`src/rtl/out_spike_buf_if.sv`:
```
// Spike packet injection port between the output spike buffer and the router.
// The buffer side is the master: it presents a neuron index with a valid flag
// and the router answers with ready.
interface out_spike_buf_if #(
    parameter int NEURON_CNT_BIT_WIDTH = 8
) ();

    logic                            pkt_valid;
    logic                            pkt_ready;
    logic [NEURON_CNT_BIT_WIDTH-1:0] pkt_neuron;

    modport master (
        output pkt_valid,
        output pkt_neuron,
        input  pkt_ready
    );

    modport slave (
        input  pkt_valid,
        input  pkt_neuron,
        output pkt_ready
    );

endinterface

```
`src/rtl/out_spike_buf.sv`:
```
// Output spike buffer: neuron units write fired spikes into a ping-pong bitmap
// during a timestep. On start_i the banks swap and the frozen bank is scanned
// in ascending neuron order. Each set bit is sent as one packet (the neuron
// index) and cleared once the router accepts it, so the frozen bank is all
// zeros by the time it becomes the write bank again.
module out_spike_buf #(
    parameter int NUM_NEURONS          = 256,
    parameter int NEURON_CNT_BIT_WIDTH = 8
) (
    input  logic                            clk_i,
    input  logic                            rst_n_i,
    input  logic                            start_i,
    input  logic                            wrEn_spike_i,
    input  logic [NEURON_CNT_BIT_WIDTH-1:0] NeuronAddr_i,
    input  logic                            spike_i,
    out_spike_buf_if.master                 pkt,
    output logic                            busy_o,
    output logic                            done_o,
    output logic [NEURON_CNT_BIT_WIDTH:0]   spikeCnt_o,
    output logic                            startErr_o
);

    localparam int W = NEURON_CNT_BIT_WIDTH;
    localparam logic [W-1:0] LAST_IDX = W'(NUM_NEURONS - 1);
    localparam logic [W-1:0] IDX_ONE  = W'(1);
    localparam logic [W:0]   CNT_ONE  = (W+1)'(1);

    typedef enum logic [1:0] {
        IDLE = 2'd0,
        SCAN = 2'd1,
        SEND = 2'd2,
        DONE = 2'd3
    } state_t;

    state_t               state_r;
    logic [NUM_NEURONS-1:0] bank0_r;
    logic [NUM_NEURONS-1:0] bank1_r;
    logic                 wrBank_r;
    logic [W-1:0]         scanIdx_r;
    logic                 pktValid_r;
    logic [W-1:0]         pktNeuron_r;
    logic                 busy_r;
    logic                 done_r;
    logic [W:0]           spikeCnt_r;
    logic                 startErr_r;
    logic                 scanBit_s;
    logic                 handshake_s;

    // Bit under the scan pointer in the frozen bank (the one not being written).
    always_comb begin
        scanBit_s = 1'b0;
        if (wrBank_r) begin
            scanBit_s = bank0_r[scanIdx_r];
        end else begin
            scanBit_s = bank1_r[scanIdx_r];
        end
    end

    assign handshake_s = pktValid_r & pkt.pkt_ready;

    // Bank storage, write port, scan/send state machine and registered outputs.
    always_ff @(posedge clk_i or negedge rst_n_i) begin
        if (!rst_n_i) begin
            state_r     <= IDLE;
            bank0_r     <= {NUM_NEURONS{1'b0}};
            bank1_r     <= {NUM_NEURONS{1'b0}};
            wrBank_r    <= 1'b0;
            scanIdx_r   <= {W{1'b0}};
            pktValid_r  <= 1'b0;
            pktNeuron_r <= {W{1'b0}};
            busy_r      <= 1'b0;
            done_r      <= 1'b0;
            spikeCnt_r  <= {(W+1){1'b0}};
            startErr_r  <= 1'b0;
        end else begin
            // The write bank is never the scan bank, so this cannot collide
            // with the clear below. A write coinciding with start lands in the
            // old write bank and is therefore part of the scan.
            if (wrEn_spike_i) begin
                if (wrBank_r) begin
                    bank1_r[NeuronAddr_i] <= spike_i;
                end else begin
                    bank0_r[NeuronAddr_i] <= spike_i;
                end
            end

            startErr_r <= start_i && (state_r != IDLE);

            case (state_r)
                IDLE: begin
                    done_r <= 1'b0;
                    if (start_i) begin
                        wrBank_r   <= ~wrBank_r;
                        scanIdx_r  <= {W{1'b0}};
                        spikeCnt_r <= {(W+1){1'b0}};
                        busy_r     <= 1'b1;
                        state_r    <= SCAN;
                    end else begin
                        busy_r <= 1'b0;
                    end
                end
                SCAN: begin
                    if (scanBit_s) begin
                        pktValid_r  <= 1'b1;
                        pktNeuron_r <= scanIdx_r;
                        state_r     <= SEND;
                    end else if (scanIdx_r == LAST_IDX) begin
                        done_r  <= 1'b1;
                        state_r <= DONE;
                    end else begin
                        scanIdx_r <= scanIdx_r + IDX_ONE;
                    end
                end
                SEND: begin
                    if (handshake_s) begin
                        if (wrBank_r) begin
                            bank0_r[scanIdx_r] <= 1'b0;
                        end else begin
                            bank1_r[scanIdx_r] <= 1'b0;
                        end
                        spikeCnt_r <= spikeCnt_r + CNT_ONE;
                        pktValid_r <= 1'b0;
                        if (scanIdx_r == LAST_IDX) begin
                            done_r  <= 1'b1;
                            state_r <= DONE;
                        end else begin
                            scanIdx_r <= scanIdx_r + IDX_ONE;
                            state_r   <= SCAN;
                        end
                    end
                end
                DONE: begin
                    done_r  <= 1'b0;
                    busy_r  <= 1'b0;
                    state_r <= IDLE;
                end
                default: begin
                    pktValid_r <= 1'b0;
                    done_r     <= 1'b0;
                    busy_r     <= 1'b0;
                    state_r    <= IDLE;
                end
            endcase
        end
    end

    assign pkt.pkt_valid  = pktValid_r;
    assign pkt.pkt_neuron = pktNeuron_r;
    assign busy_o         = busy_r;
    assign done_o         = done_r;
    assign spikeCnt_o     = spikeCnt_r;
    assign startErr_o     = startErr_r;

endmodule

```
`src/flat_wrapper.sv`:
```
// flat-port wrapper written by rule: the top's interface ports become plain ports
module out_spike_buf_flat 
#(
    parameter int NUM_NEURONS          = 256,
    parameter int NEURON_CNT_BIT_WIDTH = 8
)
  (clk_i, rst_n_i, start_i, wrEn_spike_i, NeuronAddr_i, spike_i, busy_o, done_o, spikeCnt_o, startErr_o, pkt_pkt_valid, pkt_pkt_neuron, pkt_pkt_ready);
  out_spike_buf_if #(.NEURON_CNT_BIT_WIDTH(NEURON_CNT_BIT_WIDTH)) pkt_i ();
  input  logic clk_i;
  input  logic rst_n_i;
  input  logic start_i;
  input  logic wrEn_spike_i;
  input  logic [NEURON_CNT_BIT_WIDTH-1:0] NeuronAddr_i;
  input  logic spike_i;
  output logic busy_o;
  output logic done_o;
  output logic [NEURON_CNT_BIT_WIDTH:0] spikeCnt_o;
  output logic startErr_o;
  output wire logic [$bits(pkt_i.pkt_valid)-1:0] pkt_pkt_valid;
  output wire logic [$bits(pkt_i.pkt_neuron)-1:0] pkt_pkt_neuron;
  input wire logic [$bits(pkt_i.pkt_ready)-1:0] pkt_pkt_ready;
  assign pkt_pkt_valid = pkt_i.pkt_valid;
  assign pkt_pkt_neuron = pkt_i.pkt_neuron;
  assign pkt_i.pkt_ready = pkt_pkt_ready;
  out_spike_buf #(.NUM_NEURONS(NUM_NEURONS), .NEURON_CNT_BIT_WIDTH(NEURON_CNT_BIT_WIDTH)) u_core (.clk_i(clk_i), .rst_n_i(rst_n_i), .start_i(start_i), .wrEn_spike_i(wrEn_spike_i), .NeuronAddr_i(NeuronAddr_i), .spike_i(spike_i), .pkt(pkt_i), .busy_o(busy_o), .done_o(done_o), .spikeCnt_o(spikeCnt_o), .startErr_o(startErr_o));
endmodule
```
`config.mk`:
```
export PLATFORM = sky130hd
export DESIGN_NAME = out_spike_buf_flat
export DESIGN_NICKNAME = d
export VERILOG_FILES = /design/src/rtl/out_spike_buf_if.sv /design/src/rtl/out_spike_buf.sv /design/src/flat_wrapper.sv
export SDC_FILE = /design/constraint.sdc
export NUM_CORES = 1
export LEC_CHECK = 0
export BUFFER_PORTS_ARGS = -buffer_cell sky130_fd_sc_hd__buf_4
export CORE_ASPECT_RATIO = 0.8
export CORE_MARGIN = 2
export CORE_UTILIZATION = 40
export CTS_CLUSTER_DIAMETER = 200
export DETAILED_ROUTE_END_ITERATION = 10
export SLEW_MARGIN = 20
export SYNTH_ARGS = -nofsm -noshare
export SYNTH_HDL_FRONTEND = slang
export SYNTH_SLANG_ARGS = --single-unit
```
`constraint.sdc`:
```
create_clock -name clk_i -period 3.1 [get_ports clk_i]
set_input_delay 0 -clock clk_i [delete_from_list [all_inputs] [get_ports clk_i]]
set_output_delay 0 -clock clk_i [all_outputs]
set_load 0.05 [all_outputs]
```
==> impl_metrics.tcl <==
set metrics [dict create \
    status "complete, but fails checks" \
    violations "negative setup slack" \
    ir_worst_vdd_mv 0.537 \
    crit_type "flop to flop" \
    holdCritStartpoint "NeuronAddr_i[7]" \
    hold_viol 0 \
    htreeDepth 2 \
    end_kind "flop" \
    initial_core_util_pct 40.3 \
    hpwl_um 81400 \
    io_buffers 34 \
    grt_pass1_vias 26400 \
    worstSkewPairLatency_ps 640 \
    clock_skew_ps 25.2 \
    setup_viol 20 \
    grt_max_degree 126 \
    insertedDiodeCount 0 \
    cts_root_buf "clkbuf_16" \
    cts_buffers 58 \
    tightest_slew_ps 1150 \
    async_flop_share_pct 100 \
    routabilityCongestion 0.986 \
    synth_top_cell_by_area "dfrtp_1" \
    core-area_mm2 0.0702 \
    place_area_mm2 0.0316 \
    detail_route.vias_per_cell 7.14 \
    fp.dieW_um 301 \
    drt-initial-drc-count 4594 \
    wire_per_inst_um 32.7 \
    reg2reg_setup_slack_ps -370 \
    worst_setup_path_start_kind "flop" \
    rows 87 \
    cts_tree "built" \
    yosys.cell_types.count 64 \
    synth_edf_count 0 \
    synthFlopType "dfrtp_1" \
    rr_worst_depth 16 \
    setup_ws_ps -373 \
    totalWireLength_um 125000 \
    clk_pin_slew_ps 70 \
    antenna_left 0 \
    crit_required_ps 3630 \
    netlist.area_leader.share_pct 48.2 \
    fin_crit_sh_pct 112 \
    max_freq_ghz 0.288 \
    die-area_mm2 0.0728 \
    holdCritPathClass "primary input to flop" \
    final_cells 3818 \
    yosysWarnings 0 \
    ys_seq_elements 544 \
    synth_nets 2733 \
    cts_buffer_depth 3 \
    grt_overflow_total 0 \
    io_pins 35 \
    min_path_cells 5 \
    drtPass1Iterations 8 \
    relSlewSlack_pct 23.3 \
    dr_total_vias 27300 \
    cp_max_fo 6 \
    fin_area_mm2 0.0343 \
    power_density_mw_per_mm2 698 \
    r2r_start "u_core.scanIdx_r[0]$_DFFE_PN0P_" \
    grt_pass1_wl_um 182000 \
    avgSynthCellArea_um2 10.4 \
    synth.cell_area_mm2 0.0283 \
    r2r_end "u_core.scanIdx_r[0]$_DFFE_PN0P_" \
    drv_slew 0 \
    netlist_instances 2710 \
    antenna_found_initial 0 \
    drv_cap 0 \
    clock-sinks 544 \
    p_leak_nw 14.7 \
    dp_cells 3684 \
    holdWs_ps 57.9 \
    period_minus_slack_ps 3470 \
    syn2layout_area_growth_pct 21.5 \
    final_layout_size_suffix_gt1_share_pct 23.0 \
    nNetsFinal 2860 \
    min_to "u_core.bank0_r[1]$_DFF_PN0_" \
    cp.arrival_ps 4000 \
    synthTopCellsByArea "dfrtp_1 (48%), a221oi_1 (15%), a21oi_1 (9.1%)" \
    seq_area_frac_synth_pct 48.2 \
    rsz0062_at_grt "true" \
    drcViolationCount 0 \
    grt.total_usage_pct 33.6 \
    die_h_um 242 \
]
-- power breakdown --
part / total [mW] / leakage (nW) / switching, mW / internal (mW)
registers: 8.21 / 7.49 / 0.470 / 7.74
clock network: 7.38 / 0.999 / 3.07 / 4.32
logic: 8.39 / 6.22 / 4.84 / 3.55
total: 24.0 / 14.7 / 8.38 / 15.6
-- worst max-delay path by stage --
stage                                         start                              endpoint  slack [ps]  cells past startpoint
floorplan           u_core.scanIdx_r[0]$_DFFE_PN0P_  u_core.pkt.pkt_neuron[5]$_DFFE_PN0P_         -70                     12
global placement    u_core.scanIdx_r[0]$_DFFE_PN0P_       u_core.scanIdx_r[7]$_DFFE_PN0P_        -370                     11
detailed placement  u_core.scanIdx_r[1]$_DFFE_PN0P_       u_core.scanIdx_r[7]$_DFFE_PN0P_        -470                     12
CTS                 u_core.scanIdx_r[0]$_DFFE_PN0P_  u_core.pkt.pkt_neuron[6]$_DFFE_PN0P_        -330                     10
global route        u_core.scanIdx_r[0]$_DFFE_PN0P_       u_core.scanIdx_r[0]$_DFFE_PN0P_        -400                     16
finish              u_core.scanIdx_r[0]$_DFFE_PN0P_       u_core.scanIdx_r[0]$_DFFE_PN0P_        -370                     16
-- timing repair --
action	CTS	global route
endpoints found under the setup margin	20	20
gates cloned	1	4
pin swaps	3	26
gates resized for setup	18	66
buffers inserted	7	10
hold buffers	8	0
endpoints found under the hold margin	389	0
-- sequential cells by signal, indices dropped and copies added (netlist names) --
register	cells
u_core.bank0_r	256
u_core.bank1_r	256
u_core.spikeCnt_o	9
u_core.pkt.pkt_neuron	8
u_core.scanIdx_r	8
u_core.state_r	2
u_core.busy_o	1
u_core.done_o	1
u_core.pkt.pkt_valid	1
u_core.startErr_o	1
u_core.wrBank_r	1
-- metal layers --
metal | vias to the layer above | track usage [%] | share of wire (%)
li1 | 10900 | - | -
met1 | 13800 | 47.7 | 40
met2 | 2155 | 46.4 | 41
met3 | 351 | 12.5 | 15
met4 | 0 | 12.3 | 4.0
met5 | - | 0.331 | 0
-- through the flow --
step	util, %	setup TNS, ps	total power [mW]	setup WS [ps]
final	48.9	-6720	24.0	-373
after floorplan	-	-290	12.2	-74.6
after global routing	48.9	-7170	24.7	-403
after global placement	44.9	-6060	15.4	-365
after CTS	48.3	-5900	23.1	-331
after detailed placement	44.9	-7610	15.5	-472
-- kinds of logic after synthesis --
family | synth area share (%)
adders and majority gates | 0.398
muxes | 12.2
and+or+nand+nor | 6.86
AOI/OAI and AO/OA | 27.2
xor gates and xnor gates | 0.217
buffers and inverters | 4.95
DFF | 48.2
-- critical path, cell delays in order, from the launching register on --
cell	delay [ps]
dfrtp_4	510
buf_12	160
buf_12	140
buf_12	120
buf_12	120
mux4_2	420
mux2i_1	150
buf_4	180
nor2_4	50
o2111a_1	280
o32ai_2	200
nand4_1	280
buf_4	240
o21ai_4	100
o21ai_4	140
buf_12	150
mux2i_1	100
-- Yosys cell counts, types with 4 or more instances --
library cell	n
nand4_1	10
a22o_1	8
dfrtp_1	544
inv_1	10
nor2b_1	14
and3_1	5
mux4_1	5
a31oi_1	12
clkbuf_1	299
nand2_1	123
nor3_1	34
a22oi_1	54
and4_1	4
buf_2	22
a211oi_1	8
buf_6	6
and2_1	14
buf_1	7
mux4_2	62
o21ai_0	17
a221oi_1	472
ha_1	9
mux2i_1	176
a2111oi_0	6
mux2_2	12
or2_2	4
nand2b_1	13
nand3_1	49
xor2_1	5
a21oi_1	513
nor2_1	144
-- layout make-up --
type	count	area, um2
multi-input combinational	1816	13800
sequential	544	13600
clock inverter	19	209
fill	6294	35900
timing repair buffer	405	3740
clock buffer	88	1800
tap	934	1170
inverter	12	45.0
-- placed cells by master (no fill, tap or decap), drive strengths merged, types with 5 or more instances in the layout --
cell / n
nor2b: 14
nand3: 49
nor2: 144
dlygate4sd3: 7
mux4: 67
a22oi: 54
buf: 394
nand2b: 13
clkinv: 14
a22o: 8
a21oi: 513
and3: 5
inv: 12
a31oi: 12
nor3: 34
dfrtp: 544
and2: 16
o21ai: 19
a221oi: 472
mux2: 14
nand4: 10
a2111oi: 6
xor2: 5
mux2i: 176
ha: 9
clkbuf: 92
a211oi: 8
nand2: 123
(Power assumes the default switching activity.)
